`config.mk`:
```
export PLATFORM = sky130hd
export DESIGN_NAME = sig_deint
export DESIGN_NICKNAME = d
export VERILOG_FILES = /design/src/rtl/sig_deint_pkg.sv /design/src/rtl/sig_deint_hist.sv /design/src/rtl/sig_deint.sv
export SDC_FILE = /design/constraint.sdc
export NUM_CORES = 1
export LEC_CHECK = 0
export ABC_AREA = 1
export BUFFER_PORTS_ARGS = -buffer_cell sky130_fd_sc_hd__buf_2
export CAP_MARGIN = 40
export CORE_MARGIN = 10
export CORE_UTILIZATION = 37
export DETAILED_ROUTE_END_ITERATION = 7
export REMOVE_ABC_BUFFERS = 1
export SETUP_SLACK_MARGIN = 0.15
export SLEW_MARGIN = 0
export SYNTH_ARGS = -nofsm -noshare
export SYNTH_HDL_FRONTEND = slang
export SYNTH_SLANG_ARGS = --single-unit
export TNS_END_PERCENT = 5
```
`constraint.sdc`:
```
create_clock -name clk -period 4.15 [get_ports clk]
set_input_delay 0.2075 -clock clk [delete_from_list [all_inputs] [get_ports clk]]
set_output_delay 0.2075 -clock clk [all_outputs]
set_load 0.02 [all_outputs]
```
`src/rtl/sig_deint_pkg.sv`:
```
// -----------------------------------------------------------------------------
// sig_deint_pkg
// Shared definitions for the moving-sum de-integrator signal path:
//   - default widths and window length
//   - saturation limit helpers and the default output-range limits
//   - FSM state encoding
// -----------------------------------------------------------------------------
package sig_deint_pkg;

    // Default data-path geometry.
    localparam int DEF_DIN_W  = 13;  // signed moving-sum input width
    localparam int DEF_DOUT_W = 9;   // signed reconstructed sample width
    localparam int DEF_TAPS   = 16;  // moving-sum window length (power of two)

    // Largest / smallest value representable in a w-bit two's complement word.
    function automatic int sat_hi(input int w);
        return (1 << (w - 1)) - 1;
    endfunction

    function automatic int sat_lo(input int w);
        return -(1 << (w - 1));
    endfunction

    // Clip limits for the default output width: [-256, +255].
    localparam int SAT_MAX = sat_hi(DEF_DOUT_W);
    localparam int SAT_MIN = sat_lo(DEF_DOUT_W);

    // IDLE: history clear, no sample accepted yet. RUN: stream in progress.
    typedef enum logic {
        ST_IDLE = 1'b0,
        ST_RUN  = 1'b1
    } state_t;

endpackage

```
`src/rtl/sig_deint_hist.sv`:
```
// -----------------------------------------------------------------------------
// sig_hist_buf
// Circular history of reconstructed samples x[n-TAPS .. n-1].
// One entry register per tap; synchronous write, combinational read at the
// same address, synchronous clear of every entry.
//
// Ports:
//   clk    in   clock
//   rst_n  in   asynchronous active-low reset (clears all entries)
//   clr    in   synchronous clear of all entries (wins over a write)
//   we     in   write enable
//   addr   in   entry index for both the read and the write
//   wdata  in   value written to entry addr on we
//   rdata  out  current content of entry addr (before this cycle's write)
// -----------------------------------------------------------------------------
module sig_hist_buf
    import sig_deint_pkg::*;
#(
    parameter int DEPTH = DEF_TAPS,
    parameter int WIDTH = DEF_DOUT_W,
    localparam int AW   = $clog2(DEPTH)
) (
    input  logic                    clk,
    input  logic                    rst_n,
    input  logic                    clr,
    input  logic                    we,
    input  logic [AW-1:0]           addr,
    input  logic signed [WIDTH-1:0] wdata,
    output logic signed [WIDTH-1:0] rdata
);

    logic signed [WIDTH-1:0] rd_arr [DEPTH];

    // Each entry is an independent register so that the whole buffer can be
    // cleared in a single cycle on start-of-stream.
    generate
        for (genvar gi = 0; gi < DEPTH; gi++) begin : g_entry
            logic signed [WIDTH-1:0] entry_reg;

            always_ff @(posedge clk or negedge rst_n) begin
                if (!rst_n) begin
                    entry_reg <= '0;
                end else if (clr) begin
                    entry_reg <= '0;
                end else if (we && (addr == AW'(gi))) begin
                    entry_reg <= wdata;
                end
            end

            assign rd_arr[gi] = entry_reg;
        end
    endgenerate

    assign rdata = rd_arr[addr];

endmodule

```
`src/rtl/sig_deint.sv`:
```
// -----------------------------------------------------------------------------
// sig_deint
// Recovers x[n] from a TAPS-point moving sum y[n] = sum(x[n-TAPS+1 .. n]):
//     x[n] = y[n] - y[n-1] + x[n-TAPS]
// with y[-1] = 0 and x[n<0] = 0 at the start of every stream.
//
// Pipeline:
//   stage 1 : d = Yin - yprev                       (DIN_W+1 bits)
//   stage 2 : Xout = sat(d + x[n-TAPS])             (DIN_W+2 bits, clipped
//             to DOUT_W); the clipped value is written back as x[n].
// out_valid follows the accepting in_valid cycle by exactly two cycles.
//
// Ports:
//   clk       in   rising-edge clock
//   rst_n     in   asynchronous active-low reset
//   in_valid  in   Yin carries a new moving-sum sample
//   Yin       in   signed moving sum y[n]
//   sync      in   start-of-stream; clears history and flushes the pipeline
//   out_valid out  one-cycle pulse per reconstructed sample
//   Xout      out  reconstructed signed sample x[n] (held between pulses)
//   warm      out  TAPS samples processed since last sync/reset
//   err       out  sticky flag: some sample was clipped since last sync/reset
// -----------------------------------------------------------------------------
module sig_deint
    import sig_deint_pkg::*;
#(
    parameter int DIN_W  = DEF_DIN_W,
    parameter int DOUT_W = DEF_DOUT_W,
    parameter int TAPS   = DEF_TAPS
) (
    input  logic                     clk,
    input  logic                     rst_n,
    input  logic                     in_valid,
    input  logic signed [DIN_W-1:0]  Yin,
    input  logic                     sync,
    output logic                     out_valid,
    output logic signed [DOUT_W-1:0] Xout,
    output logic                     warm,
    output logic                     err
);

    localparam int D_W   = DIN_W + 1;          // stage-1 difference width
    localparam int SUM_W = DIN_W + 2;          // stage-2 pre-clip width
    localparam int PTR_W = $clog2(TAPS);
    localparam int CNT_W = $clog2(TAPS) + 1;   // must be able to hold TAPS

    // Clip limits follow the actual output width; the package values cover
    // the default configuration.
    localparam int X_MAX = (DOUT_W == DEF_DOUT_W) ? SAT_MAX : sat_hi(DOUT_W);
    localparam int X_MIN = (DOUT_W == DEF_DOUT_W) ? SAT_MIN : sat_lo(DOUT_W);

    localparam logic signed [SUM_W-1:0]  SUM_HI   = SUM_W'(X_MAX);
    localparam logic signed [SUM_W-1:0]  SUM_LO   = SUM_W'(X_MIN);
    localparam logic signed [DOUT_W-1:0] X_HI     = DOUT_W'(X_MAX);
    localparam logic signed [DOUT_W-1:0] X_LO     = DOUT_W'(X_MIN);
    localparam logic [CNT_W-1:0]         CNT_FULL = CNT_W'(TAPS);

    // ---------------------------------------------------------------- state
    state_t state_reg, state_next;

    logic signed [DIN_W-1:0]  yprev_reg;
    logic signed [D_W-1:0]    d_reg;
    logic                     s1_valid_reg;

    logic [PTR_W-1:0]         ptr_reg;
    logic [CNT_W-1:0]         cnt_reg;

    logic                     out_valid_reg;
    logic signed [DOUT_W-1:0] xout_reg;
    logic                     warm_reg;
    logic                     err_reg;

    // ------------------------------------------------------------ datapath
    logic signed [DIN_W-1:0]  yprev_eff;
    logic signed [D_W-1:0]    d_next;
    logic signed [DOUT_W-1:0] hist_rd;
    logic signed [SUM_W-1:0]  sum_next;
    logic                     clip_hi;
    logic                     clip_lo;
    logic signed [DOUT_W-1:0] x_sat;
    logic                     s2_fire;
    logic [CNT_W-1:0]         cnt_next;

    // A sample arriving together with sync, or while no stream is running,
    // is the first of its stream, so its predecessor is taken as zero.
    assign yprev_eff = (sync || (state_reg == ST_IDLE)) ? '0 : yprev_reg;
    assign d_next    = D_W'(Yin) - D_W'(yprev_eff);

    // sync kills whatever sits in stage 1 so no pre-sync sample emerges.
    assign s2_fire   = s1_valid_reg && !sync;

    assign sum_next  = SUM_W'(d_reg) + SUM_W'(hist_rd);
    assign clip_hi   = (sum_next > SUM_HI);
    assign clip_lo   = (sum_next < SUM_LO);

    always_comb begin
        x_sat = sum_next[DOUT_W-1:0];
        if (clip_hi) begin
            x_sat = X_HI;
        end else if (clip_lo) begin
            x_sat = X_LO;
        end
    end

    assign cnt_next = (cnt_reg == CNT_FULL) ? cnt_reg : cnt_reg + 1'b1;

    // History is read at the write pointer (oldest entry, x[n-TAPS]) and the
    // clipped result replaces it at the end of the same cycle.
    sig_hist_buf #(
        .DEPTH (TAPS),
        .WIDTH (DOUT_W)
    ) u_hist (
        .clk   (clk),
        .rst_n (rst_n),
        .clr   (sync),
        .we    (s2_fire),
        .addr  (ptr_reg),
        .wdata (x_sat),
        .rdata (hist_rd)
    );

    // ----------------------------------------------------------------- FSM
    always_ff @(posedge clk or negedge rst_n) begin
        if (!rst_n) begin
            state_reg <= ST_IDLE;
        end else begin
            state_reg <= state_next;
        end
    end

    always_comb begin
        state_next = state_reg;
        case (state_reg)
            ST_IDLE: begin
                if (in_valid) begin
                    state_next = ST_RUN;
                end
            end
            ST_RUN: begin
                if (sync && !in_valid) begin
                    state_next = ST_IDLE;
                end
            end
            default: state_next = ST_IDLE;
        endcase
    end

    // ------------------------------------------------------ stage 1 (d)
    always_ff @(posedge clk or negedge rst_n) begin
        if (!rst_n) begin
            yprev_reg    <= '0;
            d_reg        <= '0;
            s1_valid_reg <= 1'b0;
        end else begin
            s1_valid_reg <= in_valid;
            if (in_valid) begin
                yprev_reg <= Yin;
                d_reg     <= d_next;
            end else if (sync) begin
                yprev_reg <= '0;
            end
        end
    end

    // ---------------------------------------------- stage 2 (x, flags)
    always_ff @(posedge clk or negedge rst_n) begin
        if (!rst_n) begin
            ptr_reg       <= '0;
            cnt_reg       <= '0;
            out_valid_reg <= 1'b0;
            xout_reg      <= '0;
            warm_reg      <= 1'b0;
            err_reg       <= 1'b0;
        end else begin
            out_valid_reg <= s2_fire;
            if (sync) begin
                ptr_reg  <= '0;
                cnt_reg  <= '0;
                warm_reg <= 1'b0;
                err_reg  <= 1'b0;
            end else if (s2_fire) begin
                ptr_reg  <= ptr_reg + 1'b1;
                cnt_reg  <= cnt_next;
                xout_reg <= x_sat;
                warm_reg <= (cnt_next == CNT_FULL);
                if (clip_hi || clip_lo) begin
                    err_reg <= 1'b1;
                end
            end
        end
    end

    assign out_valid = out_valid_reg;
    assign Xout      = xout_reg;
    assign warm      = warm_reg;
    assign err       = err_reg;

endmodule

```
### Word level (Yosys, flattened, before mapping)

Cells that the tools add are included.

* output and inout bits: 12
* bits in registers: 194
* logic and storage cells: 150
* input bits: 17

* bitwise operators: 3
* muxes and demuxes: 53
* reductions and logical operators: 44
* eq/ne operators: 17
* order comparisons: 3
* add/subtract/negate cells: 4

Operators by type and width (count)
* 2-to-1 mux 9 bit: 36
* 2-to-1 mux 13 bit: 3
* nonzero test 2 bit: 19
* binary-select mux 9 bit (select 4 bit): 1
* equality test 4 bit (second input constant): 8
* logical AND 1 bit: 18
* equality test 4 x 3 -> 1 bit (second input constant): 4
* adder 14 x 9 -> 15 bit: 1
* > comparator 15 x 9 -> 1 bit (second input constant): 1
* less-than comparator 15 x 9 -> 1 bit (second input constant): 1
* 2-to-1 mux 5 bit: 3
* subtractor 13 x 13 -> 14 bit: 1
* equality test 5 bit (second input constant): 2
* equality test 4 x 2 -> 1 bit (second input constant): 2
* 2-to-1 mux 4 bit: 2
* 2-to-1 mux 1 bit: 7
* adder 5 x 1 -> 5 bit (second input constant): 1
* greater-or-equal comparator 5 bit (second input constant): 1
* inverter 4 -> 5 bit: 1
* adder 4 x 1 -> 4 bit (second input constant): 1
* equality test 4 x 1 -> 1 bit (second input constant): 1
* logical NOT 4 bit: 1
* AND reduction 2 bit: 2
* logical NOT 1 bit: 2
* other kinds (3): 5

### Longest topological paths before layout

* depth in word-level cells: 10
* mapped depth: 25
* gate-level depth less buffers: 20

### By module

Synthesis repeated with hierarchy kept, for this count alone.

* cells, all modules: 1532
* area, all modules: 10978.0 µm²

Modules (own cells, without submodules)
* sig_hist_buf: seq. area each 3603.5 µm², area each 7474.7 µm², instances 1, cells an instance 1035
* sig_deint: seq. area each 1251.2 µm², area each 3503.4 µm², instances 1, cells an instance 497

### Worst setup path after synthesis

OpenSTA, ideal clock, no wires.

* path kind: register to register
* start point: register ptr_reg[0]
* end point: register u_hist.g_entry[7].entry_reg[1]
* stages on the path, launching flop included: 26
* slack: 0.592 ns
* path buffers: 5
* data arrival time: 3.439 ns
* library setup time: 0.119 ns
* data required time: 4.031 ns
* period minus slack after synthesis: 3.558 ns
* path through: dfrtp_1 clkbuf_1 inv_1 clkbuf_1 clkbuf_1 o21ai_0 o22ai_1 nand2_1 nand4_1 ha_1 fa_1 nand3_1 nand3_2 nand2_1 nand2_1 nand3b_1 nand2_1 nand2_1 nand2_2 o21bai_4 buf_6 nand2_4 nand2_8 buf_12 nand3_2 nand2_1

* longest elaborated chain between the ends: 10
* elaborated cells between the ends (all ways): 14
* classes of those cells: 1 x add/sub; 2 x order compare; 1 x eq/ne; 7 x mux; 1 x bitwise; 2 x reduce/logical

RTL lines
* from (decl): line sig_deint.sv:65 `logic [PTR_W-1:0] ptr_reg;`
* from (signal assigned): line sig_deint.sv:182 `ptr_reg <= ptr_reg + 1'b1;`
* inverter 4 -> 5 bit (not written as such): line sig_deint_hist.sv:54 `assign rdata = rd_arr[addr];`
* binary-select mux 9 bit (select 4 bit): line sig_deint_hist.sv:54
* 2-to-1 mux 9 bit (not written as such) (2 in series): line sig_deint_hist.sv:54
* adder 14 x 9 -> 15 bit: line sig_deint.sv:92 `assign sum_next = SUM_W'(d_reg) + SUM_W'(hist_rd);`
* less-than comparator 15 x 9 -> 1 bit: line sig_deint.sv:94 `assign clip_lo = (sum_next < SUM_LO);`
* 2-to-1 mux 9 bit: line sig_deint.sv:100 `end else if (clip_lo) begin`
* 2-to-1 mux 9 bit: line sig_deint.sv:98 `if (clip_hi) begin`
* 2-to-1 mux 9 bit: line sig_deint_hist.sv:45 `end else if (we && (addr == AW'(gi))) begin`
* 2-to-1 mux 9 bit: line sig_deint_hist.sv:43 `end else if (clr) begin`
* to (signal assigned): line sig_deint_hist.sv:46 `entry_reg <= wdata;`
* to (decl): line sig_deint_hist.sv:38 `logic signed [WIDTH-1:0] entry_reg;`

Parallel ways exist; a longest one is shown, timed or not. The select of a mux whose other input is x is not followed.
A chain may end at the register's enable or synchronous reset.

### Worst setup path after layout

* start point: register ptr_reg[0]
* end point: register u_hist.g_entry[7].entry_reg[5]

The elaborated chain is that of the path after synthesis.

==> results.yml <==
setup_path:
  crit_type: "flop to flop"
  worstPathArrival_ns: 4.11
  cp_max_fo: 47
  startpoint_type: "flop"
  crit_path_end_kind: "flop"
  required_ns: 4.53
  r2r_setup_slack_ns: 0.42
global_route:
  track_usage_pct: 17.7
  grt_max_degree: 104
  grt_pass1_vias: 9573
  overflow: 0
  antenna_found_initial: 0
  grt_pass1_wl_um: 51600
cts:
  htreeDepth: 4
  cts_buffers: 17
  ctsRootBufferMaster: "clkbuf_16"
  tritoncts: "built"
  cts_sinks: 194
  worstSkewPairLatency_ns: 0.45
  clkTransAtPathRegs_ns: 0.08
  cts_max_path_buffers: 2
timing:
  whs_ns: 0.0827
  slew_headroom_pct: 42.2
  period_needed_ns: 3.73
  fin_crit_sh_pct: 89.9
  rsz0062_at_grt: "true"
  setup_viol: 0
  worst_pin_slew_ns: 0.867
  tns_ns: 0
  drv_slew: 0
  fin_skew_ns: 0.0134
  finalHoldViolCount: 0
  clock.fmax_mhz: 268
placed_design:
  dpl.hpwl_um: 20900
  placed_area_sq_um: 11400
  port_buffers: 28
  dp.cells: 1780
  gp_congestion: 0.897
route:
  drt_wl_total_um: 31200
  drc: 0
  dr.pass1.iters: 7
  drt-wirelength-per-cell_um: 17.0
  vias_per_cell: 5.23
  vias: 9579
  dr.first_iter.drc_count: 806
  detail-route-antenna-nets: 0
layout:
  final_cells: 1831
  num_antenna_cells: 0
  layout_common_cells: "nand2_1 (494), dfrtp_1 (193), nand3_1 (137), o21ai_0 (104), nor2_1 (91)"
  nets: 1492
  layout-drive-gt1-share_pct: 11.1
  fin_util_pct: 43.5
  syn_to_final_growth_pct: 15.0
  fin_area_sq_um: 12200
  final_common_cell: "nand2_1"
  largest_register_ffs: 144
synth:
  ys_warn_count: 0
  ys_seq_area_share_pct: 45.7
  synthArstFlopShare_pct: 100
  ys_types: 42
  ys_ff_latch: 194
  synth_area_sq_um: 10600
  synth_cells: 1396
  synth_ff_type: "dfrtp_1"
  avgSynthCellArea_sq_um: 7.61
  synth_edf_count: 0
hold_path:
  hp-class: "primary input to flop"
power_and_ir_drop:
  vdd_drop_max_mv: 0.535
  power_density_nw_per_um2: 701
  p_leak_nw: 6.20
floorplanning:
  die_w_um: 189
  start_util_pct: 37.8
  core_area_sq_um: 28100
  die_y_um: 189
  rows: 61
  die_area_sq_um: 35900
  io_pins: 29
run:
  maxCapViolCount: 0
status:
  status: "finished clean"
[critical path, cell delays in order, from the launching register on]
cell and delay (ns):
dfrtp_2 0.50, buf_12 0.22, o21ai_0 0.30, nand2_1 0.10, a2111o_2 0.55, ha_2 0.42
nand2_1 0.10, nor2_1 0.15, and2_1 0.14, nand2_1 0.06, nand2_1 0.07, nand2_1 0.04
nand2_1 0.09, nand3_2 0.14, o21bai_4 0.25, nand2_2 0.13, nand2_8 0.17, nand3_1 0.11
nand2_1 0.10
[cell usage after synthesis (2+ instances only)]
library cell	n	area (sq um)
nand2_1	495	1860
dfrtp_1	194	4850
nand3_1	137	686
o21ai_0	104	521
nor2_1	91	342
inv_1	71	267
clkbuf_1	44	165
a21oi_1	43	215
o22ai_1	38	238
ha_1	33	413
nand4_1	33	206
clkinv_1	17	63.8
nand3_2	14	140
nand2_2	13	81.3
buf_2	9	45.0
xor2_1	9	78.8
buf_4	7	52.6
xnor2_1	5	43.8
a21boi_0	3	22.5
a21oi_2	3	26.3
buf_1	3	11.3
inv_2	3	11.3
or2_2	3	18.8
a211oi_1	2	15.0
a31oi_1	2	12.5
fa_1	2	40.0
nand2_4	2	22.5
nor3_1	2	10.0
[cell type report]
class	instances	area (sq um)
inverter	91	347
tap	378	473
clock buffer	18	439
clock inverter	14	165
multi-input combinational	1047	5200
timing repair buffer	89	734
fill	2875	15900
sequential	194	4860
[through the flow]
stage	setup slack (ns)	power, W
floorplan	-1.06	0.00515
global placement	0.256	0.00650
detailed placement	0.201	0.00657
CTS	0.154	0.00831
global route	0.112	0.00916
finish	0.420	0.00856
[metal layers]
metal  part of all wire, %  vias up  routed length (um)  track usage, %
li1                      -     4658                   -               -
met1                    46     4583               14400            23.5
met2                    46      289               14400            28.2
met3                   4.7       49                1480            3.25
met4                   2.7        0                 850            6.41
met5                     0        -                   0               0
[cells by family (layout without fill, tap and decap cells)]
group / Yosys count / count (layout) / share of synthesized area, %
AO/OA/AOI/OAI: 200 / 201 / 10.4
XOR/XNOR: 15 / 15 / 1.31
adder cells (fa/ha/maj): 35 / 35 / 4.27
buffers and inverters: 156 / 212 / 6.09
flip-flops: 194 / 194 / 45.7
AND/OR/NAND/NOR: 796 / 796 / 32.2
[path summary, 6_finish.rpt]
check / startpoint / to / depth (start not counted)
min reg2reg: Xout[7] / Xout[7] / 2
max in group asynchronous: rst_n / u_hist.g_entry[15].entry_reg[3] / 4
max: ptr_reg[0] / u_hist.g_entry[7].entry_reg[5] / 18
max reg2reg: ptr_reg[0] / u_hist.g_entry[7].entry_reg[5] / 18
min in group asynchronous: rst_n / u_hist.g_entry[0].entry_reg[2] / 2
min: Yin[0] / yprev_reg[0] / 3
[repair_timing]
action,in CTS,in global routing
setup buffers,0,6
hold endpoints to repair,168,0
hold buffers,12,0
endpoints found under the setup margin,0,138
gates resized for setup,0,18
[report_power, final]
| part | total (W) | internal, W | leakage (nW) | switching, W |
|---|---|---|---|---|
| registers | 0.00303 | 0.00261 | 2.48 | 0.000424 |
| logic | 0.00381 | 0.00130 | 3.43 | 0.00252 |
| clock network | 0.00171 | 0.000880 | 0.299 | 0.000834 |
Power figures use the tool's default switching activity.
